--- config.mk ---
export PLATFORM = sky130hd
export DESIGN_NAME = retire_trace_uart
export DESIGN_NICKNAME = d
export VERILOG_FILES = /design/src/rtl/retire_trace_uart_pkg.sv /design/src/rtl/uart_tx_byte.sv /design/src/rtl/retire_trace.sv
export SDC_FILE = /design/constraint.sdc
export NUM_CORES = 1
export LEC_CHECK = 0
export CAP_MARGIN = 20
export CORE_MARGIN = 5
export CORE_UTILIZATION = 50
export CTS_CLUSTER_DIAMETER = 100
export DETAILED_ROUTE_END_ITERATION = 10
export MAX_ROUTING_LAYER = met4
export PLACE_DENSITY = 0.72
export SKIP_LAST_GASP = 1
export SYNTH_ARGS = -nofsm -noshare
export SYNTH_HDL_FRONTEND = slang
export SYNTH_SLANG_ARGS = --single-unit
export TNS_END_PERCENT = 20
--- constraint.sdc ---
create_clock -name clk -period 9.4 [get_ports clk]
set_input_delay 2.82 -clock clk [delete_from_list [all_inputs] [get_ports clk]]
set_output_delay 2.82 -clock clk [all_outputs]
set_load 0.01 [all_outputs]
--- src/rtl/retire_trace_uart_pkg.sv ---
// Shared types and constants for the retire-trace UART port.
// Frame layout: sync byte, then PC and instruction word, most significant byte first.
package trace_pkg;

    localparam logic [7:0] SYNC_BYTE   = 8'hA5;
    localparam int         FRAME_BYTES = 9;

    typedef enum logic [1:0] {
        IDLE,
        START,
        DATA,
        STOP
    } tx_state_t;

    typedef struct packed {
        logic [31:0] pc;
        logic [31:0] instr;
    } retire_rec_t;

    // Byte idx of the frame built from rec; index 0 is the sync byte.
    function automatic logic [7:0] frame_byte(input retire_rec_t rec, input logic [3:0] idx);
        logic [7:0] b;
        case (idx)
            4'd1:    b = rec.pc[31:24];
            4'd2:    b = rec.pc[23:16];
            4'd3:    b = rec.pc[15:8];
            4'd4:    b = rec.pc[7:0];
            4'd5:    b = rec.instr[31:24];
            4'd6:    b = rec.instr[23:16];
            4'd7:    b = rec.instr[15:8];
            4'd8:    b = rec.instr[7:0];
            default: b = SYNC_BYTE;
        endcase
        return b;
    endfunction

endpackage

--- src/rtl/uart_tx_byte.sv ---
// 8N1 byte serialiser. byte_ready is also high in the last cycle of the stop bit,
// so a byte offered then starts on the very next clock with no idle gap.
module uart_tx_byte
    import trace_pkg::*;
#(
    parameter int CLKS_PER_BIT = 104
) (
    input  logic       clk,
    input  logic       rst_n,
    input  logic       byte_valid,
    input  logic [7:0] byte_data,
    output logic       byte_ready,
    output logic       tx
);

    localparam int             CW       = $clog2(CLKS_PER_BIT);
    localparam logic [CW-1:0]  CNT_LAST = CW'(CLKS_PER_BIT - 1);

    tx_state_t     state;
    tx_state_t     state_next;
    logic [CW-1:0] bit_cnt;
    logic [CW-1:0] bit_cnt_next;
    logic [2:0]    bit_idx;
    logic [2:0]    bit_idx_next;
    logic [7:0]    shifter;
    logic [7:0]    shifter_next;
    logic          tx_next;
    logic          bit_done;

    assign bit_done   = (bit_cnt == CNT_LAST);
    assign byte_ready = (state == IDLE) || ((state == STOP) && bit_done);

    always_comb begin
        state_next   = state;
        bit_cnt_next = bit_done ? '0 : bit_cnt + 1'b1;
        bit_idx_next = bit_idx;
        shifter_next = shifter;
        tx_next      = tx;
        if (byte_valid && byte_ready) begin
            state_next   = START;
            bit_cnt_next = '0;
            bit_idx_next = '0;
            shifter_next = byte_data;
            tx_next      = 1'b0;
        end else begin
            case (state)
                IDLE: begin
                    bit_cnt_next = '0;
                    tx_next      = 1'b1;
                end
                START: begin
                    if (bit_done) begin
                        state_next = DATA;
                        tx_next    = shifter[0];
                    end
                end
                DATA: begin
                    if (bit_done) begin
                        if (bit_idx == 3'd7) begin
                            state_next = STOP;
                            tx_next    = 1'b1;
                        end else begin
                            bit_idx_next = bit_idx + 3'd1;
                            shifter_next = {1'b0, shifter[7:1]};
                            tx_next      = shifter[1];
                        end
                    end
                end
                STOP: begin
                    if (bit_done) begin
                        state_next = IDLE;
                    end
                end
                default: begin
                    state_next   = IDLE;
                    bit_cnt_next = '0;
                    tx_next      = 1'b1;
                end
            endcase
        end
    end

    always_ff @(posedge clk) begin
        if (!rst_n) begin
            state   <= IDLE;
            bit_cnt <= '0;
            bit_idx <= '0;
            tx      <= 1'b1;
        end else begin
            state   <= state_next;
            bit_cnt <= bit_cnt_next;
            bit_idx <= bit_idx_next;
            tx      <= tx_next;
        end
    end

    always_ff @(posedge clk) begin
        shifter <= shifter_next;
    end

endmodule

--- src/rtl/retire_trace.sv ---
// Retire-trace port: captures {pc, instr} at writeback and sends it as a 9-byte
// UART frame, with one pending slot and a saturating count of dropped retirements.
module retire_trace_uart
    import trace_pkg::*;
#(
    parameter int CLK_HZ       = 12_000_000,
    parameter int BAUD         = 115_200,
    parameter int CLKS_PER_BIT = CLK_HZ / BAUD
) (
    input  logic        clk,
    input  logic        rst_n,
    input  logic        retire_valid,
    input  logic [31:0] retire_pc,
    input  logic [31:0] retire_instr,
    output logic        tx,
    output logic        busy,
    output logic [7:0]  drop_count
);

    localparam logic [3:0] LAST_IDX = 4'(FRAME_BYTES - 1);

    retire_rec_t in_rec;
    retire_rec_t active_rec;
    retire_rec_t pend_rec;

    logic       frame_active;
    logic       frame_active_next;
    logic [3:0] byte_idx;
    logic [3:0] byte_idx_next;
    logic       tail;
    logic       tail_next;
    logic       pend_valid;
    logic       pend_valid_next;
    logic [7:0] drop_next;
    logic       load_active;
    logic       load_from_pend;
    logic       load_pend;

    logic       byte_valid;
    logic [7:0] byte_data;
    logic       byte_ready;
    logic       handoff;
    logic       frame_end;

    assign in_rec = '{pc: retire_pc, instr: retire_instr};

    // In the tail (last byte handed over) the only byte worth offering is the
    // next frame's sync byte, and only if a frame is waiting in the pending slot.
    assign byte_valid = frame_active && (!tail || pend_valid);
    assign byte_data  = tail ? SYNC_BYTE : frame_byte(active_rec, byte_idx);
    assign handoff    = byte_valid && byte_ready;
    assign frame_end  = frame_active && tail && byte_ready;
    assign busy       = frame_active || pend_valid;

    always_comb begin
        frame_active_next = frame_active;
        byte_idx_next     = byte_idx;
        tail_next         = tail;
        pend_valid_next   = pend_valid;
        drop_next         = drop_count;
        load_active       = 1'b0;
        load_from_pend    = 1'b0;
        load_pend         = 1'b0;
        if (!frame_active) begin
            if (retire_valid) begin
                frame_active_next = 1'b1;
                byte_idx_next     = '0;
                tail_next         = 1'b0;
                load_active       = 1'b1;
            end
        end else if (frame_end) begin
            if (pend_valid) begin
                // Sync byte of the pending frame is handed off this cycle.
                byte_idx_next   = 4'd1;
                tail_next       = 1'b0;
                load_from_pend  = 1'b1;
                pend_valid_next = retire_valid;
                load_pend       = retire_valid;
            end else if (retire_valid) begin
                byte_idx_next = '0;
                tail_next     = 1'b0;
                load_active   = 1'b1;
            end else begin
                frame_active_next = 1'b0;
                byte_idx_next     = '0;
                tail_next         = 1'b0;
            end
        end else begin
            if (handoff) begin
                if (byte_idx == LAST_IDX) begin
                    tail_next = 1'b1;
                end else begin
                    byte_idx_next = byte_idx + 4'd1;
                end
            end
            if (retire_valid) begin
                if (!pend_valid) begin
                    load_pend       = 1'b1;
                    pend_valid_next = 1'b1;
                end else if (drop_count != 8'hFF) begin
                    drop_next = drop_count + 8'd1;
                end
            end
        end
    end

    always_ff @(posedge clk) begin
        if (!rst_n) begin
            frame_active <= 1'b0;
            byte_idx     <= '0;
            tail         <= 1'b0;
            pend_valid   <= 1'b0;
            drop_count   <= '0;
        end else begin
            frame_active <= frame_active_next;
            byte_idx     <= byte_idx_next;
            tail         <= tail_next;
            pend_valid   <= pend_valid_next;
            drop_count   <= drop_next;
        end
    end

    always_ff @(posedge clk) begin
        if (load_active) begin
            active_rec <= in_rec;
        end else if (load_from_pend) begin
            active_rec <= pend_rec;
        end
        if (load_pend) begin
            pend_rec <= in_rec;
        end
    end

    uart_tx_byte #(
        .CLKS_PER_BIT(CLKS_PER_BIT)
    ) u_tx (
        .clk       (clk),
        .rst_n     (rst_n),
        .byte_valid(byte_valid),
        .byte_data (byte_data),
        .byte_ready(byte_ready),
        .tx        (tx)
    );

endmodule

==> impl_metrics.ini <==
[run_status]
result_of_the_run = finished clean

[placed_design]
gp_congestion = 0.870
io_buffer_count = 76
place_worst_setup_slack_ns = 4.27
dp_hpwl_um = 8990
placedInstanceArea_mm2 = 0.00819

[power_and_ir_drop]
power_per_unit_of_standard_cell_area_mw_per_mm2 = 221
leakagePower_nw = 3.24
max-vdd-ir-drop_v = 0.000132

[clocking]
cts_root_buf = sky130_fd_sc_hd__clkbuf_16
numClockSinks = 164
cts-buffers-inserted = 17
cts-resized-gates = 0
tritoncts_clock_tree = done
clk_pin_slew_ns = 0.06
cts_post_setup_buffers_inserted = 0
clkLatencyLatePin_ns = 0.42
cts_max_level = 4
clock_path_buffers = 2
post_cts_hold_buffer_count = 0

[hold_path]
worstHoldPathType = flop to flop
hold-path-cell-count = 1

[synthesis]
synthArstFlopShare = 0
synth_top_cells_by_area = sky130_fd_sc_hd__edfxtp_1, sky130_fd_sc_hd__mux2_4, sky130_fd_sc_hd__dfxtp_1
synth_seq_area_share = 0.635
ff_latch_count_synth = 164
synth_compound_gate_area_share = 0.0940
yosysWarningCount = 0
synth-main-ff-cell = sky130_fd_sc_hd__edfxtp_1
synthesis.area_per_instance_um2 = 15.1
post_synth_mux_area_share = 0.141
mappedNetlistNets = 566
post_synth_xor_area_fraction = 0.0120
post_synth_fa_ha_maj_area_fraction = 0.0239
mappedNetlistArea_mm2 = 0.00732
synth_top_cell_by_area = sky130_fd_sc_hd__edfxtp_1
synth_top_family_by_area = multiplexers
synth-simple-area-share = 0.0682
post-synth-top-area-fraction = 0.558
synth_cells = 485
number_of_synthesized_flops_with_an_enable_pin = 136
synth_cell_type_count = 60

[sta]
clock-skew-final_ns = 0.0118
finalMaxSlewViolations = 0
holdWs_ns = 0.459
finalCritPeriodShare = 0.484
report.final.setup_viol = 0
setup-tns-final_ns = 0
hold_viol_final = 0
rsz_0062_raised_after_global_routing = false
final.min_clock_period_ns = 4.55
smallest_setup_slack_after_layout_ns = 4.85
worst_slew_margin_rel = 0.396
clock.fmax_mhz = 220
tightest_slew_ns = 0.906

[critical_path]
critPathKind = input port to flop
worst-r2r-cell-count = 7
critical_path_arrival_ns = 4.59
timing.critical_path.from_type = input port
cp_max_fo = 64
worstSetupEndpointType = flop
critPathRequiredTime_ns = 9.44
reg2reg_setup_slack_ns = 6.35

[final_layout]
area_growth_pct = 20.2
finish.instance_area_mm2 = 0.00880
antennaDiodeCount = 0
fillerInstances = 1099
sequential_cell_area_mm2 = 0.00464
multi_input_comb_area_mm2 = 0.00249
finalNetCount = 641
layout-drive-gt1-share = 0.183

[drt]
total_number_of_vias = 4292
drtPass1Iterations = 5
drt_drc_violations_left = 0
ant_nets = 0
vias_per_cell = 5.67
detail_route.iter0.violations = 376
routedWlPerCell_um = 18.1
routed_wirelength_um = 13700

[floorplan]
num_rows = 44
floorplan.initialDensity = 0.507
die_w_um = 131
io_pins = 77
die_area_mm2 = 0.0172
coreArea_mm2 = 0.0144
die_h_um = 131

[flow_run]
maxCapViolations = 0

[global_routing]
grt_start_max_net_pins = 65
grt_pass1_vias = 4401
antenna_violations_before_repair = 0
global_route.overflow_total = 0
grt_pass1_wl_um = 22100
total_routing_usage_reported_by_global_routing = 0.173
## per-stage QoR
step	power, mW	instances	utilization
floorplan	1.19	485	-
global placement	1.27	724	0.568
detailed placement	1.28	724	0.568
CTS	1.96	756	0.608
global route	2.02	757	0.610
finish	1.94	757	0.610
## cells in the mapped netlist, types with 2 or more instances
cell type,number
sky130_fd_sc_hd__xor2_1,5
sky130_fd_sc_hd__a31oi_1,4
sky130_fd_sc_hd__a221oi_1,9
sky130_fd_sc_hd__a21oi_1,15
sky130_fd_sc_hd__a211o_1,2
sky130_fd_sc_hd__and2_1,3
sky130_fd_sc_hd__nor3_1,4
sky130_fd_sc_hd__buf_6,7
sky130_fd_sc_hd__nand2_1,23
sky130_fd_sc_hd__mux2_2,6
sky130_fd_sc_hd__a21oi_4,2
sky130_fd_sc_hd__a222oi_1,2
sky130_fd_sc_hd__nand2b_1,3
sky130_fd_sc_hd__a32o_1,2
sky130_fd_sc_hd__nor2_1,25
sky130_fd_sc_hd__edfxtp_1,136
sky130_fd_sc_hd__o21ai_0,11
sky130_fd_sc_hd__buf_2,4
sky130_fd_sc_hd__nor2b_1,8
sky130_fd_sc_hd__and3_1,3
sky130_fd_sc_hd__nand3_1,14
sky130_fd_sc_hd__o31a_1,2
sky130_fd_sc_hd__ha_1,14
sky130_fd_sc_hd__a22o_1,6
sky130_fd_sc_hd__a22oi_1,7
sky130_fd_sc_hd__mux2_4,60
sky130_fd_sc_hd__nand4_1,4
sky130_fd_sc_hd__clkbuf_1,12
sky130_fd_sc_hd__o32ai_1,2
sky130_fd_sc_hd__a32oi_1,4
sky130_fd_sc_hd__nand4b_1,2
sky130_fd_sc_hd__o2111ai_1,2
sky130_fd_sc_hd__xnor2_1,5
sky130_fd_sc_hd__dfxtp_1,28
sky130_fd_sc_hd__inv_1,12
sky130_fd_sc_hd__o32a_1,2
sky130_fd_sc_hd__mux2i_1,6
sky130_fd_sc_hd__o22ai_1,7
## routing by layer
metal / up-vias / GRT usage / share of wire
met5: - / - / 0
met4: 0 / 0.0665 / 0.014
met3: 17 / 0.0382 / 0.042
met2: 119 / 0.276 / 0.49
met1: 2133 / 0.217 / 0.45
li1: 2023 / - / -
## flip-flops by register name, indices dropped and copies added, names as in the netlist, 2 cells and up
name / cells
pend_rec: 64
byte_idx: 4
u_tx.state: 2
u_tx.bit_cnt: 7
u_tx.bit_idx: 3
active_rec: 64
u_tx.shifter: 8
drop_count: 8
## critical path, stage by stage
cell and delay, ns:
sky130_fd_sc_hd__clkdlybuf4s50_1 0.68, sky130_fd_sc_hd__inv_1 0.14, sky130_fd_sc_hd__nor3_2 0.18, sky130_fd_sc_hd__buf_4 0.71
## where the power goes
| group | switching (mW) | internal [mW] | total [mW] |
|---|---|---|---|
| clock network | 0.261 | 0.413 | 0.674 |
| logic | 0.189 | 0.170 | 0.359 |
| registers | 0.0302 | 0.881 | 0.911 |
| total | 0.480 | 1.46 | 1.94 |
## worst paths after layout
path                                 startpoint         endpoint
worst max-delay path               retire_valid      pend_rec[9]
worst min-delay path            u_tx.bit_cnt[0]  u_tx.bit_cnt[0]
worst max register to register    u_tx.state[1]      pend_rec[9]
worst min register to register  u_tx.bit_cnt[0]  u_tx.bit_cnt[0]
## cells in the final DEF, fill, tap and decap left out, types with 8 or more instances in the layout
cell / count
sky130_fd_sc_hd__a21oi_1: 15
sky130_fd_sc_hd__a221oi_1: 9
sky130_fd_sc_hd__clkbuf_16: 17
sky130_fd_sc_hd__clkdlybuf4s50_1: 76
sky130_fd_sc_hd__dfxtp_1: 28
sky130_fd_sc_hd__edfxtp_1: 136
sky130_fd_sc_hd__ha_1: 14
sky130_fd_sc_hd__inv_1: 12
sky130_fd_sc_hd__mux2_4: 60
sky130_fd_sc_hd__nand2_1: 23
sky130_fd_sc_hd__nand3_1: 14
sky130_fd_sc_hd__nor2_1: 24
sky130_fd_sc_hd__nor2b_1: 8
sky130_fd_sc_hd__o21ai_0: 11
## logic make-up (layout without fill, tap and decap cells)
group           Yosys count  in the layout
simple gates             98             98
flops                   164            164
buf+inv                  36            124
compound gates           91             91
xor+xnor                 10             10
fa+ha+maj                14             14
mux                      72             72
## layout make-up
type / instances / share of cell area
flip-flops and latches: 164 / 0.528
clock inverters: 12 / 0.0156
repair buffers: 80 / 0.0922
inverters: 12 / 0.00512
clock buffers: 20 / 0.0496
multi-input cells: 285 / 0.283
well taps: 184 / 0.0262
No activity file was read; power rests on OpenSTA's default activity.
